==> config.mk <==
export PLATFORM = sky130hd
export DESIGN_NAME = seq_detector_param
export DESIGN_NICKNAME = d
export VERILOG_FILES = /design/src/rtl/seq_det_pkg.sv /design/src/rtl/sat_counter.sv /design/src/rtl/seq_detector_param.sv
export SDC_FILE = /design/constraint.sdc
export NUM_CORES = 1
export LEC_CHECK = 0
export ABC_AREA = 1
export ABC_CLOCK_PERIOD_IN_PS = 6790
export CAP_MARGIN = 20
export CORE_ASPECT_RATIO = 1.1
export CORE_UTILIZATION = 45
export CTS_CLUSTER_DIAMETER = 120
export DETAILED_ROUTE_END_ITERATION = 10
export GPL_TIMING_DRIVEN = 0
export PLACE_DENSITY = 0.66
export SKIP_LAST_GASP = 1
export SLEW_MARGIN = 20
export SYNTH_ARGS = -nofsm -noshare
export SYNTH_HDL_FRONTEND = slang
export SYNTH_HIERARCHICAL = 1
export SYNTH_SLANG_ARGS = --single-unit
export TNS_END_PERCENT = 10
==> constraint.sdc <==
create_clock -name clk -period 6.79 [get_ports clk]
set_clock_uncertainty 0.2 [all_clocks]
set_input_delay 0.679 -clock clk [delete_from_list [all_inputs] [get_ports clk]]
set_output_delay 0.679 -clock clk [all_outputs]
set_load 0.01 [all_outputs]
==> src/rtl/seq_det_pkg.sv <==
// seq_det_pkg: shared defaults, width helper and detection-mode enum for the sequence detector
package seq_det_pkg;
  localparam int DEF_LEN = 4;
  localparam logic [31:0] DEF_PATTERN = 32'b0110;
  typedef enum logic {MODE_NOOVL = 1'b0, MODE_OVL = 1'b1} mode_e;
  function automatic int len_w(input int max_len);
    return $clog2(max_len + 1);
  endfunction
endpackage

==> src/rtl/sat_counter.sv <==
// sat_counter: saturating up-counter; a clear coincident with an increment leaves a count of 1
module sat_counter #(
  parameter int W = 16
) (
  input  logic         clk,
  input  logic         reset,
  input  logic         inc,
  input  logic         clr,
  output logic [W-1:0] count
);
  always_ff @(posedge clk or posedge reset)
    if (reset) count <= '0;
    else if (clr) count <= W'(inc);
    else if (inc && count != '1) count <= count + 1'b1;
endmodule

==> src/rtl/seq_detector_param.sv <==
// seq_detector_param: runtime-programmable serial pattern detector with overlap control,
// valid-qualified input, registered match pulse and saturating match counter
module seq_detector_param #(
  parameter int MAX_LEN = 8,
  parameter int CNT_W = 16,
  parameter int DEF_LEN = seq_det_pkg::DEF_LEN,
  parameter logic [MAX_LEN-1:0] DEF_PATTERN = MAX_LEN'(seq_det_pkg::DEF_PATTERN),
  parameter bit DEF_OVERLAP = 1'b1,
  localparam int LEN_W = seq_det_pkg::len_w(MAX_LEN)
) (
  input  logic               clk,
  input  logic               reset,
  input  logic               in_valid,
  input  logic               x_in,
  input  logic               cfg_we,
  input  logic [LEN_W-1:0]   cfg_len,
  input  logic [MAX_LEN-1:0] cfg_pattern,
  input  logic               cfg_overlap,
  input  logic               cnt_clr,
  output logic               match_o,
  output logic [CNT_W-1:0]   match_count_o,
  output logic [LEN_W-1:0]   fill_o
);
  import seq_det_pkg::*;
  localparam logic [LEN_W-1:0] MAX_L = LEN_W'(MAX_LEN);
  logic [LEN_W-1:0] len_q, fill_q, fill_next, len_clamp;
  logic [MAX_LEN-1:0] pat_q, hist_q, shifted, mask;
  mode_e mode_q;
  logic match_q, hit;
  // mask = (1<<len)-1, written as an inverted shift so len == MAX_LEN needs no extra bit
  always_comb begin
    shifted = {hist_q[MAX_LEN-2:0], x_in};
    fill_next = (fill_q == MAX_L) ? fill_q : fill_q + 1'b1;
    mask = ~({MAX_LEN{1'b1}} << len_q);
    len_clamp = (cfg_len > MAX_L) ? MAX_L : cfg_len;
    hit = in_valid && !cfg_we && (len_q != '0) && (fill_next >= len_q) &&
          (((shifted ^ pat_q) & mask) == '0);
  end
  always_ff @(posedge clk or posedge reset)
    if (reset) begin
      len_q <= LEN_W'(DEF_LEN);
      pat_q <= DEF_PATTERN;
      mode_q <= mode_e'(DEF_OVERLAP);
      hist_q <= '0;
      fill_q <= '0;
      match_q <= 1'b0;
    end else if (cfg_we) begin
      len_q <= len_clamp;
      pat_q <= cfg_pattern;
      mode_q <= mode_e'(cfg_overlap);
      hist_q <= '0;
      fill_q <= '0;
      match_q <= 1'b0;
    end else begin
      match_q <= hit;
      if (in_valid) begin
        hist_q <= shifted;
        fill_q <= (hit && mode_q == MODE_NOOVL) ? '0 : fill_next;
      end
    end
  sat_counter #(.W(CNT_W)) u_cnt (
    .clk(clk),
    .reset(reset),
    .inc(hit),
    .clr(cnt_clr),
    .count(match_count_o)
  );
  assign match_o = match_q;
  assign fill_o = fill_q;
endmodule

==> impl_metrics.tcl, run 1 <==
set metrics [dict create \
    syn_avg_cell_area_um2 7.17 \
    clk-insertion-delay-late_ns 0.30 \
    synth-seq-cells 41 \
    grt_pass1_vias 2206 \
    cts_buffers 5 \
    critPathLaunchType "flop" \
    finalWirelength_mm 5.46 \
    path_class "reg -> reg" \
    rsz0062_at_grt "false" \
    drt-initial-drc-count 107 \
    power_density_nw_per_um2 178 \
    drive_above_1_share_pct 9.02 \
    hp-class "reg -> reg" \
    synthArstFlopShare_pct 100 \
    setup_viol 0 \
    drv_cap 0 \
    fin_setup_tns_ns 0 \
    finalCritPeriodShare_pct 41.6 \
    die_w_um 72.3 \
    yosysWarnings 6 \
    synth_flop_cell "dfrtp_1" \
    synth_nets 367 \
    synth-edff-count 0 \
    ys_types 25 \
    antenna_left 0 \
    fp-row-count 27 \
    antenna_found_initial 0 \
    cp_data_required_time_ns 6.82 \
    slew_violations 0 \
    cts.path.max_buffers 2 \
    htreeDepth 2 \
    core_um2 5100 \
    critPathLaunch "fill_o[0]" \
    gr-total-overflow 0 \
    cts_tree "built" \
    cts_sinks 41 \
    post-dp-hpwl_mm 4.15 \
    grt_pass1_wl_mm 9.58 \
    clk_pin_slew_ns 0.09 \
    post-place-ws_ns 3.81 \
    finalCriticalPeriod_ns 2.83 \
    synth.cell_area_um2 2450 \
    path_max_fanout 10 \
    ctsResizeCount 0 \
    r2r_cells 16 \
    grtUsageTotal_pct 21.6 \
    setup_slack_ns 3.96 \
    yosys.cell_count.top_type "nand2_1" \
    netlist_instances 341 \
    yosys.area.top_type "dfrtp_1" \
    vias_per_cell 4.93 \
    grt_max_degree 26 \
    nFillCells 473 \
    critPathCaptureType "flop" \
    syn_to_final_growth_pct 24.6 \
    synthTopCellsByCount "123 x nand2_1, 49 x inv_1, 37 x dfrtp_1, 25 x nor2_1, 24 x nand3_1" \
    cts_hold_buffers 0 \
    r2r_end "u_cnt/count[7]" \
    die_height_um 79.3 \
    postCtsSetupRepairBufs 0 \
    drcViolationCount 0 \
    ir_drop_mv 0.115 \
    clockRootBuffer "clkbuf_8" \
    floorplan.initialDensity_pct 48.0 \
    critPathArrivalTime_ns 2.86 \
    place_congestion 0.816 \
    drtPass1Iterations 4 \
    final_util_pct 59.7 \
    fin_nets 413 \
    slew_headroom_pct 36.6 \
    synth_top_area_share_pct 37.9 \
    yosysSeqAreaShare_pct 42.1 \
    numPortBuffers 39 \
    r2r_start "fill_o[0]" \
    endpoint "u_cnt/count[7]" \
    vias 2270 \
    wire_per_inst_um 11.9 \
    hold_depth 2 \
    ios 40 \
    status "finished clean" \
    fmaxAchievable_mhz 354 \
    reg2reg_slack_ns 3.96 \
    die_area_um2 5730 \
    power_leakage_nw 1.48 \
    finalHoldViolations 0 \
    n_antenna_cell 0 \
    netlist_top_cells_area "dfrtp_1 38%, nand2_1 19%, inv_1 7.5%" \
    worst_pin_slew_ns 0.949 \
]
-- per-layer routing --
layer	vias up	GRT usage, %	wire, µm
met5	-	0	0
met4	0	8.63	71
met3	6	3.81	176
met2	52	39.3	2900
met1	1048	24.9	2310
li1	1164	-	-
-- where the power goes --
| part | internal [mW] | leakage (nW) | switching, mW |
|---|---|---|---|
| Sequential | 0.255 | 0.539 | 0.00821 |
| Clock | 0.120 | 0.0574 | 0.0882 |
| Combinational | 0.0307 | 0.884 | 0.0417 |
| Total | 0.405 | 1.48 | 0.138 |
-- final cells by class --
class | count | area, µm² | area share [%]
buffer | 6 | 32.5 | 1.07
clock buffer | 6 | 82.6 | 2.71
clock inverter | 2 | 37.5 | 1.23
inverter | 51 | 191 | 6.28
multi-input combinational | 243 | 1190 | 39.1
sequential | 41 | 1030 | 33.8
tap | 72 | 90.1 | 2.96
timing repair buffer | 39 | 390 | 12.8
-- how the worst min path moves through the flow --
| stage | endpoint | from | slack, ns |
|---|---|---|---|
| 6_report | pat_q[1] | pat_q[1] | 0.30 |
| 2_1_floorplan | pat_q[1] | pat_q[1] | 0.27 |
| 3_5_place_dp | pat_q[1] | pat_q[1] | 0.29 |
| 5_1_grt | pat_q[1] | pat_q[1] | 0.33 |
| 4_1_cts | pat_q[1] | pat_q[1] | 0.30 |
| 3_3_place_gp | pat_q[2] | pat_q[2] | 0.28 |
-- metrics by stage --
step / hold WS (ns) / total power [mW] / area, µm² / instances
floorplan: 0.268 / 0.312 / 2450 / 341
global placement: 0.279 / 0.339 / 2930 / 452
detailed placement: 0.289 / 0.341 / 2930 / 452
CTS: 0.303 / 0.552 / 3050 / 460
global route: 0.327 / 0.572 / 3050 / 460
finish: 0.300 / 0.543 / 3050 / 460
-- cells in the final DEF (no fill, tap or decap), types with 2 or more instances in the layout --
| master | instances |
|---|---|
| clkdlybuf4s50_1 | 39 |
| o22ai_1 | 7 |
| nand2_1 | 123 |
| nand2_2 | 3 |
| clkbuf_8 | 6 |
| o21ai_0 | 15 |
| nor2_4 | 5 |
| a21oi_1 | 5 |
| dfstp_2 | 4 |
| clkbuf_1 | 2 |
| nand4_1 | 12 |
| xor2_1 | 4 |
| buf_2 | 2 |
| dfrtp_1 | 37 |
| inv_1 | 49 |
| nor2_1 | 25 |
| nand3_2 | 3 |
| and2_2 | 2 |
| nand3_1 | 24 |
| nor2_2 | 5 |
| inv_2 | 2 |
| ha_1 | 7 |
-- worst max-delay path, stage by stage, from the launching register on --
cell and delay, ns:
dfrtp_1 0.45, inv_1 0.07, ha_1 0.19, nand2_1 0.08
nor2_1 0.05, xor2_1 0.16, ha_1 0.28, nand2_1 0.05
nor2_1 0.08, nor2_1 0.06, nor2_2 0.12, and2_2 0.20
inv_1 0.09, nor2_2 0.21, buf_2 0.27, nand4_1 0.11
nand2_1 0.09
-- sequential cells by signal, summed over array words and instances (netlist names) --
name and cells:
len_q 4, u_cnt/count 16, fill_o 4, mode_q 1, hist_q 7, pat_q 8
match_o 1
-- logic make-up (layout without fill, tap and decap cells) --
kind of cell,count (synthesis),after routing,synth area share (%)
and+or+nand+nor,203,203,37.1
buffers and inverters,57,104,9.16
DFF,41,41,42.1
AOI/OAI and AO/OA,28,28,6.24
adders and majority gates,7,7,3.58
xor gates and xnor gates,5,5,1.79
No activity file was read; power rests on OpenSTA's default activity.
==> run 2, diff against run 1 <==
Settings changed: ABC_CLOCK_PERIOD_IN_PS 6790 to 2700.
Clock period 6.79 ns to 2.7 ns, I/O delays scaled along.
==> run 2 against run 1 <==
Against the previous run: sequential power rose to 2.5 times the previous value; via count up 0.75%; sequential share of layout area down 0.80 points; cell count up 1.1%; fmax up 6.0%; total power rose to 2.5 times the previous value; combinational power rose to 2.7 times the previous value; hold slack worse by 0.13 ns; critical path depth up 2; non-clock buffer count up 5; highest routed layer unchanged.
==> impl_metrics.tcl, run 2 (same netlist as run 1, synthesis figures left out) <==
set metrics [dict create \
    largest-register "u_cnt/count" \
    mostFrequentLayoutCells "122 x nand2_1, 46 x inv_1, 39 x clkdlybuf4s50_1" \
    finalCritPeriodShare_pct 98.8 \
    path_max_fanout 5 \
    cts_sinks 41 \
    ios 40 \
    finalWirelength_mm 5.51 \
    swShare_pct 25.5 \
    post-dp-hpwl_mm 4.15 \
    wire_per_inst_um 11.9 \
    finalHoldViolations 0 \
    grtUsageTotal_pct 21.8 \
    r2r_end "u_cnt/count[14]" \
    r2r_start "fill_o[1]" \
    cts_buffers 5 \
    clk_pin_slew_ns 0.09 \
    cts_hold_buffers 0 \
    numPortBuffers 39 \
    floorplan.initialDensity_pct 48.0 \
    dr_wl_met2_mm 2.96 \
    cts_tree "built" \
    core_um2 5100 \
    reg_top3 "u_cnt/count (16), pat_q (8), hist_q (7)" \
    drtPass1Iterations 4 \
    fin_nets 418 \
    fp-row-count 27 \
    final_area_um2 3120 \
    drcViolationCount 0 \
    fmaxAchievable_mhz 375 \
    setup_viol 0 \
    path_class "reg -> reg" \
    worst_pin_slew_ns 0.956 \
    drive_above_1_share_pct 13.0 \
    critPathArrivalTime_ns 2.65 \
    wl_met3_um 148 \
    pwr-share-comb_pct 14.0 \
    largest_reg_flops 16 \
    finalCriticalPeriod_ns 2.67 \
    die_height_um 79.3 \
    wl_met1_mm 2.34 \
    n_antenna_cell 0 \
    die_area_um2 5730 \
    placed_cell_area_um2 2930 \
    internal_power_mw 1.03 \
    top_layer "met4" \
    clockPowerShare_pct 38.0 \
    grt_pass1_wl_mm 9.65 \
    grt_pass1_vias 2200 \
    status "finished clean" \
    critPathCaptureType "flop" \
    antenna_found_initial 0 \
    vias 2287 \
    vias_per_cell 4.92 \
    drt-initial-drc-count 135 \
    r2r_cells 18 \
    rsz0062_at_grt "true" \
    seq_power_share_pct 48.0 \
    clk-insertion-delay-late_ns 0.30 \
    slew_headroom_pct 36.2 \
    ir_drop_mv 0.290 \
    power.switching_mw 0.352 \
    gr-total-overflow 0 \
    slew_violations 0 \
    layout_commonest_cell "nand2_1" \
    cp_data_required_time_ns 2.68 \
    final_util_pct 61.2 \
    fin_setup_tns_ns 0 \
    hp-class "in -> async" \
    htreeDepth 2 \
    antenna_left 0 \
    place_congestion 0.816 \
    drv_cap 0 \
    power_density_nw_per_um2 441 \
    grt_max_degree 26 \
    die_w_um 72.3 \
    nFillCells 469 \
    reg2reg_slack_ns 0.03 \
    power_leakage_nw 1.50 \
    cts.path.max_buffers 2 \
    critPathLaunchType "flop" \
    syn_to_final_growth_pct 27.7 \
    clockRootBuffer "clkbuf_8" \
]
==> run 2: changes by cell type in the layout (fill, tap and decap cells not counted), sizes merged <==
cell and change:
buf +5
==> run 2: layer usage <==
layer	track usage (%)	up-vias
met5	0	-
met4	8.43	0
met3	3.81	6
met2	39.5	41
met1	25.1	1068
li1	-	1172
==> run 2: timing repair <==
item | in CTS | in global routing
gates resized for setup | 6 | 12
pin swaps | 1 | 7
cloned | 1 | 0
setup buffers | 1 | 3
setup endpoints to repair | 15 | 16
==> run 2: power by group through the flow <==
stage,clock (mW),sequential (mW),combinational [mW]
after floorplan,0,0.672,0.114
after global placement,0,0.673,0.181
after detailed placement,0,0.673,0.185
after CTS,0.541,0.662,0.188
after global routing,0.563,0.667,0.221
final,0.524,0.662,0.193
==> run 2: through the flow <==
stage	std cells	setup slack (ns)	total power, mW	hold slack (ns)
2_1_floorplan	341	0.166	0.785	-0.0163
3_3_place_gp	452	-0.0851	0.853	0.279
3_5_place_dp	452	-0.115	0.858	0.289
4_1_cts	462	0.0226	1.39	0.188
5_1_grt	465	-0.194	1.45	0.250
6_report	465	0.0334	1.38	0.166
==> run 2: cell type report <==
class,instances,area (µm²),share of cell area [%]
flip-flops and latches,41,1030,33.0
multi-input cells,243,1220,39.2
well taps,72,90.1,2.88
inverters,51,194,6.21
clock inverters,2,37.5,1.20
plain buffers,6,35.0,1.12
repair buffers,44,428,13.7
clock buffers,6,82.6,2.64
==> run 2: critical path, stage by stage (launching register included) <==
cell	delay, ns
dfrtp_1	0.41
inv_1	0.06
ha_2	0.17
nand2_2	0.09
nor2_4	0.05
xor2_2	0.18
ha_2	0.31
nand2_1	0.05
nor2_1	0.08
nor2_1	0.06
nor2_2	0.15
and2_4	0.19
inv_4	0.05
nor2_2	0.07
nand3_1	0.09
nor2_2	0.17
nand3_1	0.09
nand2_1	0.06
nor2_1	0.04
==> run 2: worst max-delay path by stage <==
stage	from	to	slack [ns]	depth (start not counted)
2_1_floorplan	fill_o[0]	u_cnt/count[10]	0.17	16
3_3_place_gp	fill_o[0]	u_cnt/count[8]	-0.09	16
3_5_place_dp	fill_o[0]	u_cnt/count[1]	-0.12	18
4_1_cts	fill_o[0]	u_cnt/count[14]	0.02	20
5_1_grt	fill_o[1]	u_cnt/count[14]	-0.19	21
6_report	fill_o[1]	u_cnt/count[14]	0.03	18
